<file path="src/rtl/botun_pkg.sv">
// Shared types and constants for the four-button reaction game.
package botun_pkg;

  typedef enum logic [1:0] {IDLE, ROUND, OVER} state_t;

  localparam int         NUM_KEYS    = 4;
  localparam int         SYNC_STAGES = 2;
  localparam logic [3:0] MAX_SCORE   = 4'd9;
  localparam logic [1:0] START_LIVES = 2'd3;
  localparam logic [7:0] LFSR_SEED   = 8'h01;
  // x^8+x^6+x^5+x^4+1, Fibonacci form shifting left
  localparam logic [7:0] LFSR_TAPS   = 8'hB8;

  function automatic logic [7:0] lfsr_step(input logic [7:0] s);
    return {s[6:0], ^(s & LFSR_TAPS)};
  endfunction

  // Never repeat the previous target back to back.
  function automatic logic [1:0] next_target(input logic [7:0] s, input logic [1:0] prev);
    return (s[1:0] == prev) ? s[1:0] + 2'd1 : s[1:0];
  endfunction

endpackage

</file>
<file path="src/rtl/botun_debounce.sv">
// One push-button: 2-flop synchronizer, counting debouncer, rising-edge press pulse.
module botun_debounce
  import botun_pkg::*;
#(
  parameter int DEB_CYCLES = 250000
) (
  input  logic clk,
  input  logic rst,
  input  logic key,
  output logic press
);

  localparam int CW = (DEB_CYCLES > 1) ? $clog2(DEB_CYCLES) : 1;

  logic [SYNC_STAGES-1:0] sync;
  logic [SYNC_STAGES-1:0] vld_pipe;
  logic                   lvl;
  logic                   armed;
  logic [CW-1:0]          cnt;
  logic                   smp;

  assign smp = sync[SYNC_STAGES-1];

  always_ff @(posedge clk) begin
    if (rst) begin
      sync     <= '0;
      vld_pipe <= '0;
      lvl      <= 1'b0;
      armed    <= 1'b0;
      cnt      <= '0;
      press    <= 1'b0;
    end else begin
      sync     <= {sync[SYNC_STAGES-2:0], key};
      vld_pipe <= {vld_pipe[SYNC_STAGES-2:0], 1'b1};
      press    <= 1'b0;
      // A key held through reset must be seen released before it can fire.
      if (vld_pipe[SYNC_STAGES-1] && !smp)
        armed <= 1'b1;
      if (smp == lvl) begin
        cnt <= '0;
      end else if (cnt == CW'(DEB_CYCLES - 1)) begin
        lvl   <= smp;
        cnt   <= '0;
        press <= smp & armed;
      end else begin
        cnt <= cnt + CW'(1);
      end
    end
  end

endmodule

</file>
<file path="src/rtl/botun_game_ctrl.sv">
// Game controller: press the lit button before the countdown expires; 9 hits win, 3 misses lose.
module botun_game_ctrl
  import botun_pkg::*;
#(
  parameter int CLK_HZ     = 25000000,
  parameter int DEB_CYCLES = 250000,
  parameter int ROUND_SECS = 9
) (
  input  logic       clk,
  input  logic       rst,
  input  logic [3:0] key,
  output logic [1:0] target,
  output logic [3:0] score,
  output logic [1:0] lives,
  output logic [3:0] secs_left,
  output logic       game_over,
  output logic       win
);

  localparam int         TW        = (CLK_HZ > 1) ? $clog2(CLK_HZ) : 1;
  localparam logic [3:0] SECS_INIT = 4'(ROUND_SECS);

  logic [NUM_KEYS-1:0] press;
  logic [NUM_KEYS-1:0] press_m1;
  logic                any_press;
  logic                multi;
  logic                hit;
  logic                miss;
  logic                tick;
  logic                start;
  logic [TW-1:0]       tick_cnt;
  logic [7:0]          lfsr;
  logic [1:0]          new_target;
  state_t              state;

  for (genvar i = 0; i < NUM_KEYS; i++) begin : g_key
    botun_debounce #(.DEB_CYCLES(DEB_CYCLES)) u_deb (
      .clk   (clk),
      .rst   (rst),
      .key   (key[i]),
      .press (press[i])
    );
  end

  // Clearing the lowest set bit leaves something only if two or more keys fired.
  assign press_m1   = press - NUM_KEYS'(1);
  assign any_press  = |press;
  assign multi      = |(press & press_m1);
  assign hit        = any_press && !multi && press[target];
  assign tick       = (tick_cnt == TW'(CLK_HZ - 1));
  assign miss       = (any_press && !hit) || (!any_press && tick && secs_left == 4'd0);
  assign start      = (state == IDLE) && any_press;
  assign new_target = next_target(lfsr, target);

  always_ff @(posedge clk) begin
    if (rst || start || tick) tick_cnt <= '0;
    else                      tick_cnt <= tick_cnt + TW'(1);
  end

  always_ff @(posedge clk) begin
    if (rst) lfsr <= LFSR_SEED;
    else     lfsr <= lfsr_step(lfsr);
  end

  always_ff @(posedge clk) begin
    if (rst) begin
      state     <= IDLE;
      target    <= 2'd0;
      score     <= 4'd0;
      lives     <= START_LIVES;
      secs_left <= SECS_INIT;
      game_over <= 1'b0;
      win       <= 1'b0;
    end else begin
      case (state)
        IDLE: begin
          if (any_press) begin
            state     <= ROUND;
            score     <= 4'd0;
            lives     <= START_LIVES;
            secs_left <= SECS_INIT;
            target    <= new_target;
          end
        end
        ROUND: begin
          if (hit) begin
            target    <= new_target;
            secs_left <= SECS_INIT;
            if (score != MAX_SCORE) score <= score + 4'd1;
            if (score == MAX_SCORE - 4'd1) begin
              state     <= OVER;
              game_over <= 1'b1;
              win       <= 1'b1;
            end
          end else if (miss) begin
            target    <= new_target;
            secs_left <= SECS_INIT;
            if (lives != 2'd0) lives <= lives - 2'd1;
            if (lives <= 2'd1) begin
              state     <= OVER;
              game_over <= 1'b1;
              win       <= 1'b0;
            end
          end else if (tick) begin
            secs_left <= secs_left - 4'd1;
          end
        end
        OVER: begin
          if (any_press) begin
            state     <= IDLE;
            game_over <= 1'b0;
            win       <= 1'b0;
          end
        end
        default: state <= IDLE;
      endcase
    end
  end

endmodule

</file>
<file path="config.mk">
export PLATFORM = sky130hd
export DESIGN_NAME = botun_game_ctrl
export DESIGN_NICKNAME = d
export VERILOG_FILES = /design/src/rtl/botun_pkg.sv /design/src/rtl/botun_debounce.sv /design/src/rtl/botun_game_ctrl.sv
export SDC_FILE = /design/constraint.sdc
export NUM_CORES = 1
export LEC_CHECK = 0
export BUFFER_PORTS_ARGS = -buffer_cell sky130_fd_sc_hd__buf_4
export CORE_MARGIN = 10
export CORE_UTILIZATION = 45
export CTS_BUF_LIST = sky130_fd_sc_hd__clkbuf_8
export CTS_CLUSTER_SIZE = 10
export DETAILED_ROUTE_END_ITERATION = 6
export SYNTH_ARGS = -nofsm -noshare
export SYNTH_HDL_FRONTEND = slang
export SYNTH_SLANG_ARGS = --single-unit
</file>
<file path="constraint.sdc">
create_clock -name clk -period 5.3 [get_ports clk]
set_input_delay 0.53 -clock clk [delete_from_list [all_inputs] [get_ports clk]]
set_output_delay 0.53 -clock clk [all_outputs]
set_load 0.05 [all_outputs]
</file>
Word level (Yosys, flattened, before mapping):

Index checks and enable logic that the tools add are counted.

* multiplexer cells: 42
* bitwise gates (word level): 13
* eq/ne operators: 25
* $add $sub $neg: 10
* reduce and logical (&&, ||, !) cells: 46
* magnitude comparators: 2

Operators by type and width (count)
* 18-bit by 1-bit adder with 18-bit output (second input constant): 4
* 18-bit equality test (second input constant): 4
* 2-bit two-way mux: 14
* 4-bit two-way mux: 7
* 25-bit by 1-bit adder with 25-bit output (second input constant): 1
* 25-bit equality test (second input constant): 1
* 3-bit OR reduction: 8
* 4-bit case mux with 2 select lines: 2
* 5-bit AND reduction: 3
* 2-bit != test (second input constant): 7
* 1-bit two-way mux: 13
* 1-bit logical AND: 10
* 3-bit != test (second input constant): 3
* 4-bit != test (second input constant): 2
* 1-bit NOT: 8
* 2-bit case mux with 2 select lines: 2
* 2-bit AND reduction: 4
* 4-bit OR reduction: 2
* 8-bit parity: 1
* 4-bit by 1-bit subtractor with 4-bit output (second input constant): 2
* 1-bit logical NOT: 7
* 2-bit case mux with 3 select lines: 1
* 3-bit AND reduction: 2
* 2-bit nonzero test: 3
* other kinds (18): 27

* output and inout bits: 14
* word-level logic and storage cells: 175
* register bits after elaboration: 149

Logic depth before layout (Yosys ltp):

Gate-level depths: netlist (run 1).

* depth after elaboration: 12
* depth in mapped cells: 8
* depth with buffers taken out: 7

By module:

From an unflattened synthesis (run 1), not the netlist that was laid out.

* cells, all modules: 736
* area, all modules: 6721.4 um^2

Modules (own cells, without submodules)
* botun_debounce: sequential area each 500.5 um^2, area an instance 1073.5 um^2, cells each 115, instances 4
* botun_game_ctrl: sequential area each 980.9 um^2, area an instance 2427.3 um^2, cells each 276, instances 1

Worst setup path after synthesis (run 1):

Ideal clock, no wire load.

* kind: register -> register
* start: register tick_cnt[7]
* end: register tick_cnt[10]
* arrival time: 2.107 ns
* library setup time: 0.115 ns
* required time: 5.185 ns
* slack: 3.078 ns
* stages on the path, launching flop included: 8
* path through: dfxtp_1 > or4_4 > or4_4 > nor3_1 > or3_1 > buf_2 > buf_6 > nor2_1

* cells in the longest elaborated chain, start to end: 2
* elaborated cells between the ends (all ways): 3
* those cells by class: add/sub (1); eq/ne (1); reduce/logical (1)

Ends and longest elaborated chain
* start: declaration: RTL line botun_game_ctrl.sv:31 `logic [TW-1:0] tick_cnt;`
* start signal: assignment: RTL line botun_game_ctrl.sv:57 `else tick_cnt <= tick_cnt + TW'(1);`
* parallel branches: the longest is 2 deep, another holds 25-bit by 1-bit adder with 25-bit output

Several ways; the timed one is not identified.
A chain may end at the register's enable or synchronous reset.

Worst setup path after layout (run 1):

* start: register tick_cnt[7]
* end: register tick_cnt[2]

* cells in the longest elaborated chain, start to end: 2

Ends and longest elaborated chain
* 25-bit equality test: RTL line botun_game_ctrl.sv:50 `assign tick = (tick_cnt == TW'(CLK_HZ - 1));`
* 1-bit logical OR: RTL line botun_game_ctrl.sv:56 `if (rst || start || tick) tick_cnt <= '0;`

Every way passes these cells.

==> impl_metrics.json, run 1 <==
{
  "status": "complete, no violations",
  "critPathTopFamily": "simple AND/OR/NAND/NOR gates",
  "placed_area_um2": 6510,
  "yosysUniqueCellTypes": 61,
  "synth_top_area_share": 0.458,
  "dr.pass1.iters": 6,
  "wl_per_cell_um": 12.9,
  "die_area_um2": 19000,
  "antenna_found_initial": 0,
  "dp_worst_setup_slack_ps": 2590,
  "tritoncts.num_buffers": 17,
  "cp_data_arrival_time_ps": 3010,
  "cp_data_required_time_ps": 5600,
  "initial_core_util": 0.454,
  "grt_max_degree": 49,
  "post-route-drc-count": 0,
  "fmax_mhz": 369,
  "cts_resized": 0,
  "cts_tree": "done",
  "hold_viol_final": 0,
  "core_um2": 13800,
  "critPathBufInv": 0,
  "cp_slowest_cell": "or3_1",
  "layout_setup_ws_ps": 2590,
  "cts.sinks": 143,
  "grt_use_total": 0.130,
  "grt_pass1_wl_um": 20400,
  "powerDensity_nw_per_um2": 290,
  "maxSlewViolCount": 0,
  "routed_via_density": 5.21,
  "critPathCaptureType": "flop",
  "die_h_um": 138,
  "hpwl_um": 8050,
  "synth-seq-cells": 143,
  "root_buffer": "clkbuf_8",
  "drv_cap": 0,
  "antennaDiodeCount": 0,
  "clk_latency_ps": 450,
  "cts_hold_buf": 0,
  "grt_overflow_total": 0,
  "fin_area_um2": 6910,
  "synth-main-ff-cell": "dfxtp_1",
  "p_leak_nw": 2.46,
  "rsz0062_at_grt": "no",
  "synthCells": 695,
  "yosysTopAreaCell": "dfxtp_1",
  "crit_path_frequent_cell": "or4_4",
  "finalSetupViolCount": 0,
  "layout-drive-gt1-share": 0.0967,
  "htreeDepth": 4,
  "ys_warn_count": 0,
  "grt_pass1_vias": 4553,
  "min_period_ps": 2710,
  "crit_path_max_fanout": 25,
  "io_pins": 20,
  "vias": 4714,
  "relSlewSlack": 0.204,
  "synthTopCellsByArea": "dfxtp_1 (46%), xor2_1 (8.1%), nor2_1 (7.9%), xnor2_1 (5.3%), nand3_1 (3.0%)",
  "worstPathCellList": "or4_4 -> or4_4 -> nor3_1 -> or3_1 -> nor2_1",
  "worst-setup-path-type": "reg -> reg",
  "ff2ff_setup_slack_ps": 2590,
  "critPathMaxStageDelay_ps": 680,
  "tightest_slew_ps": 1190,
  "finalClockSkew_ps": 13.7,
  "ant_nets": 0,
  "tns_ps": 0,
  "final_core_util": 0.502,
  "area_growth_syn_to_layout_pct": 10.5,
  "dieWidth_um": 138,
  "ir_worst_vdd_mv": 0.129,
  "clkSlewWorstSetupHoldPaths_ps": 80,
  "critPathLaunchType": "flop",
  "synth_area_um2": 6250,
  "timing.final.crit_share": 0.511,
  "drt_wl_total_um": 11700,
  "rows": 43,
  "fin_nets": 729,
  "syn_avg_cell_area_um2": 9.00,
  "synth_edf_count": 0,
  "cts_setup_buffers": 0,
  "cts_buffer_depth": 2,
  "hold_path_class": "in -> reg",
  "ys_seq_area_frac": 0.458,
  "port_buffers": 19,
  "finalWeightedCongestion": 0.780,
  "async_flop_share": 0,
  "synth_nets": 712,
  "dr.first_iter.drc_count": 226
}
## through the flow
step	total power, W	hold WS, ps	std cells
after floorplan	0.00115	414	695
after global placement	0.00116	418	873
after detailed placement	0.00116	427	873
after CTS	0.00203	274	904
after global routing	0.00208	288	904
final	0.00200	303	904
## routing by layer
layer  up-vias  track usage  share of wire
li1       2423            -              -
met4         0       0.0504          0.011
met3        13       0.0467          0.040
met5         -            0              0
met1      2221        0.163           0.49
met2        57        0.201           0.46
## sequential cells by signal, summed over array words and instances (netlist names), 4 cells and up
signal	count
lfsr	8
g_key.u_deb.armed	4
g_key.u_deb.lvl	4
g_key.u_deb.sync	8
g_key.u_deb.cnt	72
g_key.u_deb.press	4
secs_left	4
score	4
tick_cnt	25
## power breakdown
group	total, W	internal (W)	switching, W	leakage, nW
logic	0.0000396	0.0000142	0.0000254	1.10
clock network	0.000871	0.000468	0.000402	0.203
registers	0.00109	0.00109	0.00000817	1.16
total	0.00200	0.00157	0.000436	2.46
## final timing paths
kind                                startpoint                                end  cells after the start
min                                     key[3]  g_key[3].u_deb.sync[0]$_SDFF_PP0_                      2
max reg2reg             tick_cnt[7]$_SDFF_PP0_             tick_cnt[2]$_SDFF_PP0_                      5
min reg2reg  g_key[2].u_deb.sync[0]$_SDFF_PP0_  g_key[2].u_deb.sync[1]$_SDFF_PP0_                      1
max                     tick_cnt[7]$_SDFF_PP0_             tick_cnt[2]$_SDFF_PP0_                      5
## cell type report
| cell class | count | area, µm² |
|---|---|---|
| Timing Repair Buffer | 20 | 150 |
| Multi-Input combinational cell | 509 | 3200 |
| Sequential cell | 143 | 2860 |
| Tap cell | 180 | 225 |
| Fill cell | 1365 | 6860 |
| Inverter | 21 | 78.8 |
| Clock buffer | 18 | 248 |
| Clock inverter | 13 | 149 |
## placed cells by master, fill, tap and decap left out, types with 2 or more instances in the layout
| cell | count |
|---|---|
| buf_4 | 20 |
| nor4b_1 | 4 |
| nand3b_1 | 4 |
| clkbuf_8 | 18 |
| clkinvlp_4 | 3 |
| or3_1 | 3 |
| nand4_1 | 28 |
| a21o_1 | 2 |
| nor4bb_1 | 3 |
| xor2_1 | 58 |
| a32oi_1 | 2 |
| a21oi_1 | 8 |
| nand3_1 | 37 |
| a31oi_1 | 2 |
| nor4_1 | 15 |
| bufinv_16 | 3 |
| nand2_1 | 44 |
| nand4b_1 | 3 |
| nor2_1 | 132 |
| and2_1 | 4 |
| xnor2_1 | 38 |
| nor3b_1 | 4 |
| ha_1 | 11 |
| inv_1 | 22 |
| dfxtp_1 | 143 |
| and3_2 | 2 |
| a31o_2 | 2 |
| and3_1 | 16 |
| mux2i_1 | 6 |
| nand2b_1 | 3 |
| o21ai_0 | 4 |
| nor2b_1 | 18 |
| nor3_1 | 15 |
| or4_4 | 2 |
| clkinv_2 | 4 |
| and4_1 | 11 |
| and4_2 | 4 |
## logic make-up after synthesis
kind of cell	synth area share
fa+ha+maj	0.0220
xor+xnor	0.134
simple gates	0.297
flops	0.458
buf+inv	0.0322
mux	0.00960
compound gates	0.0468
## cell usage after synthesis, types with 2 or more instances
| cell type | instances |
|---|---|
| mux2i_1 | 6 |
| inv_1 | 20 |
| a21o_1 | 2 |
| nor3b_1 | 4 |
| nand4_1 | 28 |
| nand2b_1 | 3 |
| and2_1 | 4 |
| or4_4 | 2 |
| xnor2_1 | 38 |
| and4_1 | 11 |
| clkbuf_1 | 16 |
| dfxtp_1 | 143 |
| o21ai_0 | 4 |
| nand3b_1 | 4 |
| nor4bb_1 | 3 |
| and3_2 | 2 |
| or3_1 | 3 |
| nor4_1 | 16 |
| nor3_1 | 15 |
| nand2_1 | 44 |
| nand3_1 | 37 |
| clkbuf_8 | 2 |
| a31oi_1 | 2 |
| buf_6 | 2 |
| and4_2 | 4 |
| nand4b_1 | 3 |
| ha_1 | 11 |
| a32oi_1 | 2 |
| xor2_1 | 58 |
| nor4b_1 | 4 |
| a31o_2 | 2 |
| nor2b_1 | 18 |
| and3_1 | 16 |
| a21oi_1 | 8 |
| nor2_1 | 132 |
(Power assumes the default switching activity.)
==> run 2: changes to the inputs <==
- ABC_AREA: not set -> 1
- clock period: 5.3 -> 2.8 ns (I/O delays scaled with it)
==> run 2 against run 1 <==
Effect of this change:
- design area grew 5.1%
- sequential power grew 90%
- sequential cell count is the same
- clock power grew 92%
- wire length grew 1.5%
- sequential share of layout area shrank 2.0 points
- critical path depth grew 4
- worst setup slack lost 1800 ps
- global-route usage shrank 0.32 points
- non-clock buffer count shrank 1
- synthesized cell count grew 24%
- hold slack lost 270 ps
- largest cell class unchanged
- largest power group unchanged
==> impl_metrics.json, run 2 <==
{
  "cp_data_arrival_time_ps": 2350,
  "synth-seq-cells": 143,
  "htreeDepth": 4,
  "largest_reg_flops": 72,
  "synth_nets": 876,
  "cts_hold_buf": 0,
  "port_buffers": 19,
  "clkSlewWorstSetupHoldPaths_ps": 80,
  "finalWeightedCongestion": 0.798,
  "wl_per_cell_um": 10.9,
  "reg2reg_depth": 9,
  "r2r_start": "g_key[3].u_deb.cnt[0]$_SDFF_PP0_",
  "finalClockSkew_ps": 13.4,
  "totalPowerFinal_w": 0.00381,
  "synthCells": 859,
  "tightest_slew_ps": 685,
  "cts_setup_buffers": 0,
  "ys_warn_count": 0,
  "placed_cells": 1051,
  "vias": 5150,
  "reg2reg_to": "g_key[3].u_deb.cnt[12]$_SDFF_PP0_",
  "p_leak_nw": 2.69,
  "critPathLaunchType": "flop",
  "cts.sinks": 143,
  "layout-drive-gt1-share": 0.135,
  "yosysTopAreaCell": "dfxtp_1",
  "cts_tree": "done",
  "dr.pass1.iters": 4,
  "core_um2": 14400,
  "area_growth_syn_to_layout_pct": 11.0,
  "grt_pass1_vias": 4928,
  "synthTopCellsByArea": "dfxtp_1 (44%), nand2_1 (7.7%), nor2_1 (7.2%), inv_1 (6.2%), xor2_1 (4.2%)",
  "grt_pass1_wl_um": 21600,
  "synth_top_area_share": 0.438,
  "synth_area_um2": 6540,
  "status": "complete, no violations",
  "yosysUniqueCellTypes": 45,
  "fmax_mhz": 505,
  "cts_buffer_depth": 2,
  "min_path_cells": 3,
  "grt_overflow_total": 0,
  "timing.final.crit_share": 0.708,
  "initial_core_util": 0.455,
  "whs_endpoint": "g_key[0].u_deb.sync[0]$_SDFF_PP0_",
  "crit_path_start": "g_key[3].u_deb.cnt[0]$_SDFF_PP0_",
  "fin_area_um2": 7260,
  "rows": 44,
  "ant_nets": 0,
  "grt_max_degree": 32,
  "drv_cap": 0,
  "dieWidth_um": 141,
  "antenna_found_initial": 0,
  "hpwl_um": 8470,
  "cts_resized": 0,
  "reg_top3": "g_key.u_deb.cnt (72), tick_cnt (25)",
  "maxSlewViolCount": 0,
  "tritoncts.num_buffers": 17,
  "die_area_um2": 19800,
  "cp_data_required_time_ps": 3170,
  "synth_common_cells": "dfxtp_1 (143), nand2_1 (135), nor2_1 (125)",
  "dr.first_iter.drc_count": 236,
  "ff2ff_setup_slack_ps": 820,
  "min_period_ps": 1980,
  "instances_no_fill": 1082,
  "drt_wl_total_um": 11800,
  "antennaDiodeCount": 0,
  "worst-setup-path-type": "reg -> reg",
  "hold_viol_final": 0,
  "synth-main-ff-cell": "dfxtp_1",
  "synth_edf_count": 0,
  "post-route-drc-count": 0,
  "layout_setup_ws_ps": 818,
  "powerDensity_nw_per_um2": 524,
  "holdCritStartpoint": "key[0]",
  "async_flop_share": 0,
  "nFillCells": 1458,
  "placed_area_um2": 6860,
  "rsz0062_at_grt": "no",
  "ys_seq_area_frac": 0.438,
  "grt_use_total": 0.127,
  "crit_path_max_fanout": 18,
  "die_h_um": 141,
  "routed_via_density": 4.76,
  "io_pins": 20,
  "tns_ps": 0,
  "synth_most_common_cell": "dfxtp_1",
  "ir_worst_vdd_mv": 0.294,
  "hold_path_class": "in -> reg",
  "fin_nets": 903,
  "final_common_cell": "dfxtp_1",
  "dp_worst_setup_slack_ps": 814,
  "finalSetupViolCount": 0,
  "clk_latency_ps": 440,
  "syn_avg_cell_area_um2": 7.61,
  "mostFrequentLayoutCells": "dfxtp_1 (143), nand2_1 (135), nor2_1 (125), inv_1 (110), a21oi_1 (53)",
  "root_buffer": "clkbuf_8",
  "critPathCaptureType": "flop",
  "regMostFlops": "g_key.u_deb.cnt",
  "relSlewSlack": 0.542
}
## run 2: metal layers
metal,up-vias,routed length [µm],share of wire,track usage
met3,7,397,0.034,0.0396
met4,0,121,0.010,0.0440
met1,2266,6240,0.53,0.164
met5,-,0,0,0
met2,48,5090,0.43,0.195
li1,2829,-,-,-
## run 2: cell families (layout without fill, tap and decap cells)
| group | count (synthesis) | count (layout) | share of synthesized area |
|---|---|---|---|
| xor gates and xnor gates | 40 | 40 | 0.0536 |
| DFF | 143 | 143 | 0.438 |
| AOI/OAI and AO/OA | 91 | 91 | 0.0782 |
| buffers and inverters | 131 | 170 | 0.0775 |
| and+or+nand+nor | 443 | 443 | 0.332 |
| adders and majority gates | 11 | 11 | 0.0210 |
## run 2: through the flow
step / util / hold WS [ps]
final: 0.505 / 32.4
after global routing: 0.505 / 4.50
after CTS: 0.505 / 3.82
after detailed placement: 0.477 / 392
after global placement: 0.477 / 389
after floorplan: - / 387
## run 2: final cells by class
cell class / instances / area [µm²] / area share
clock inverter: 14 / 170 / 0.0234
sequential: 143 / 2860 / 0.394
inverter: 120 / 450 / 0.0620
multi-input combinational: 585 / 3170 / 0.437
timing repair buffer: 19 / 143 / 0.0196
tap: 184 / 230 / 0.0317
clock buffer: 17 / 234 / 0.0322
## run 2: power breakdown
group          internal (W)  switching [W]  leakage (nW)  total [W]
clock              0.000878       0.000797         0.205    0.00167
sequential          0.00205      0.0000131          1.16    0.00207
combinational     0.0000228      0.0000430          1.33  0.0000658
## run 2: how the worst max path moves through the flow
stage / to / slack [ps] / cells after the start
after floorplan: secs_left[3]$_SDFFE_PP1P_ / 1050 / 11
after global placement: g_key[3].u_deb.cnt[12]$_SDFF_PP0_ / 860 / 9
after detailed placement: g_key[3].u_deb.cnt[12]$_SDFF_PP0_ / 810 / 9
after CTS: g_key[3].u_deb.cnt[12]$_SDFF_PP0_ / 760 / 9
after global routing: g_key[3].u_deb.cnt[12]$_SDFF_PP0_ / 580 / 9
final: g_key[3].u_deb.cnt[12]$_SDFF_PP0_ / 820 / 9
## run 2: worst max-delay path, cell delays in order (launching register included)
cell	delay [ps]
dfxtp_1	330
ha_1	210
nand2_1	80
inv_2	40
nand2_2	90
nor2_1	60
nand4_1	140
nand3_1	500
o21bai_1	350
a21oi_1	110
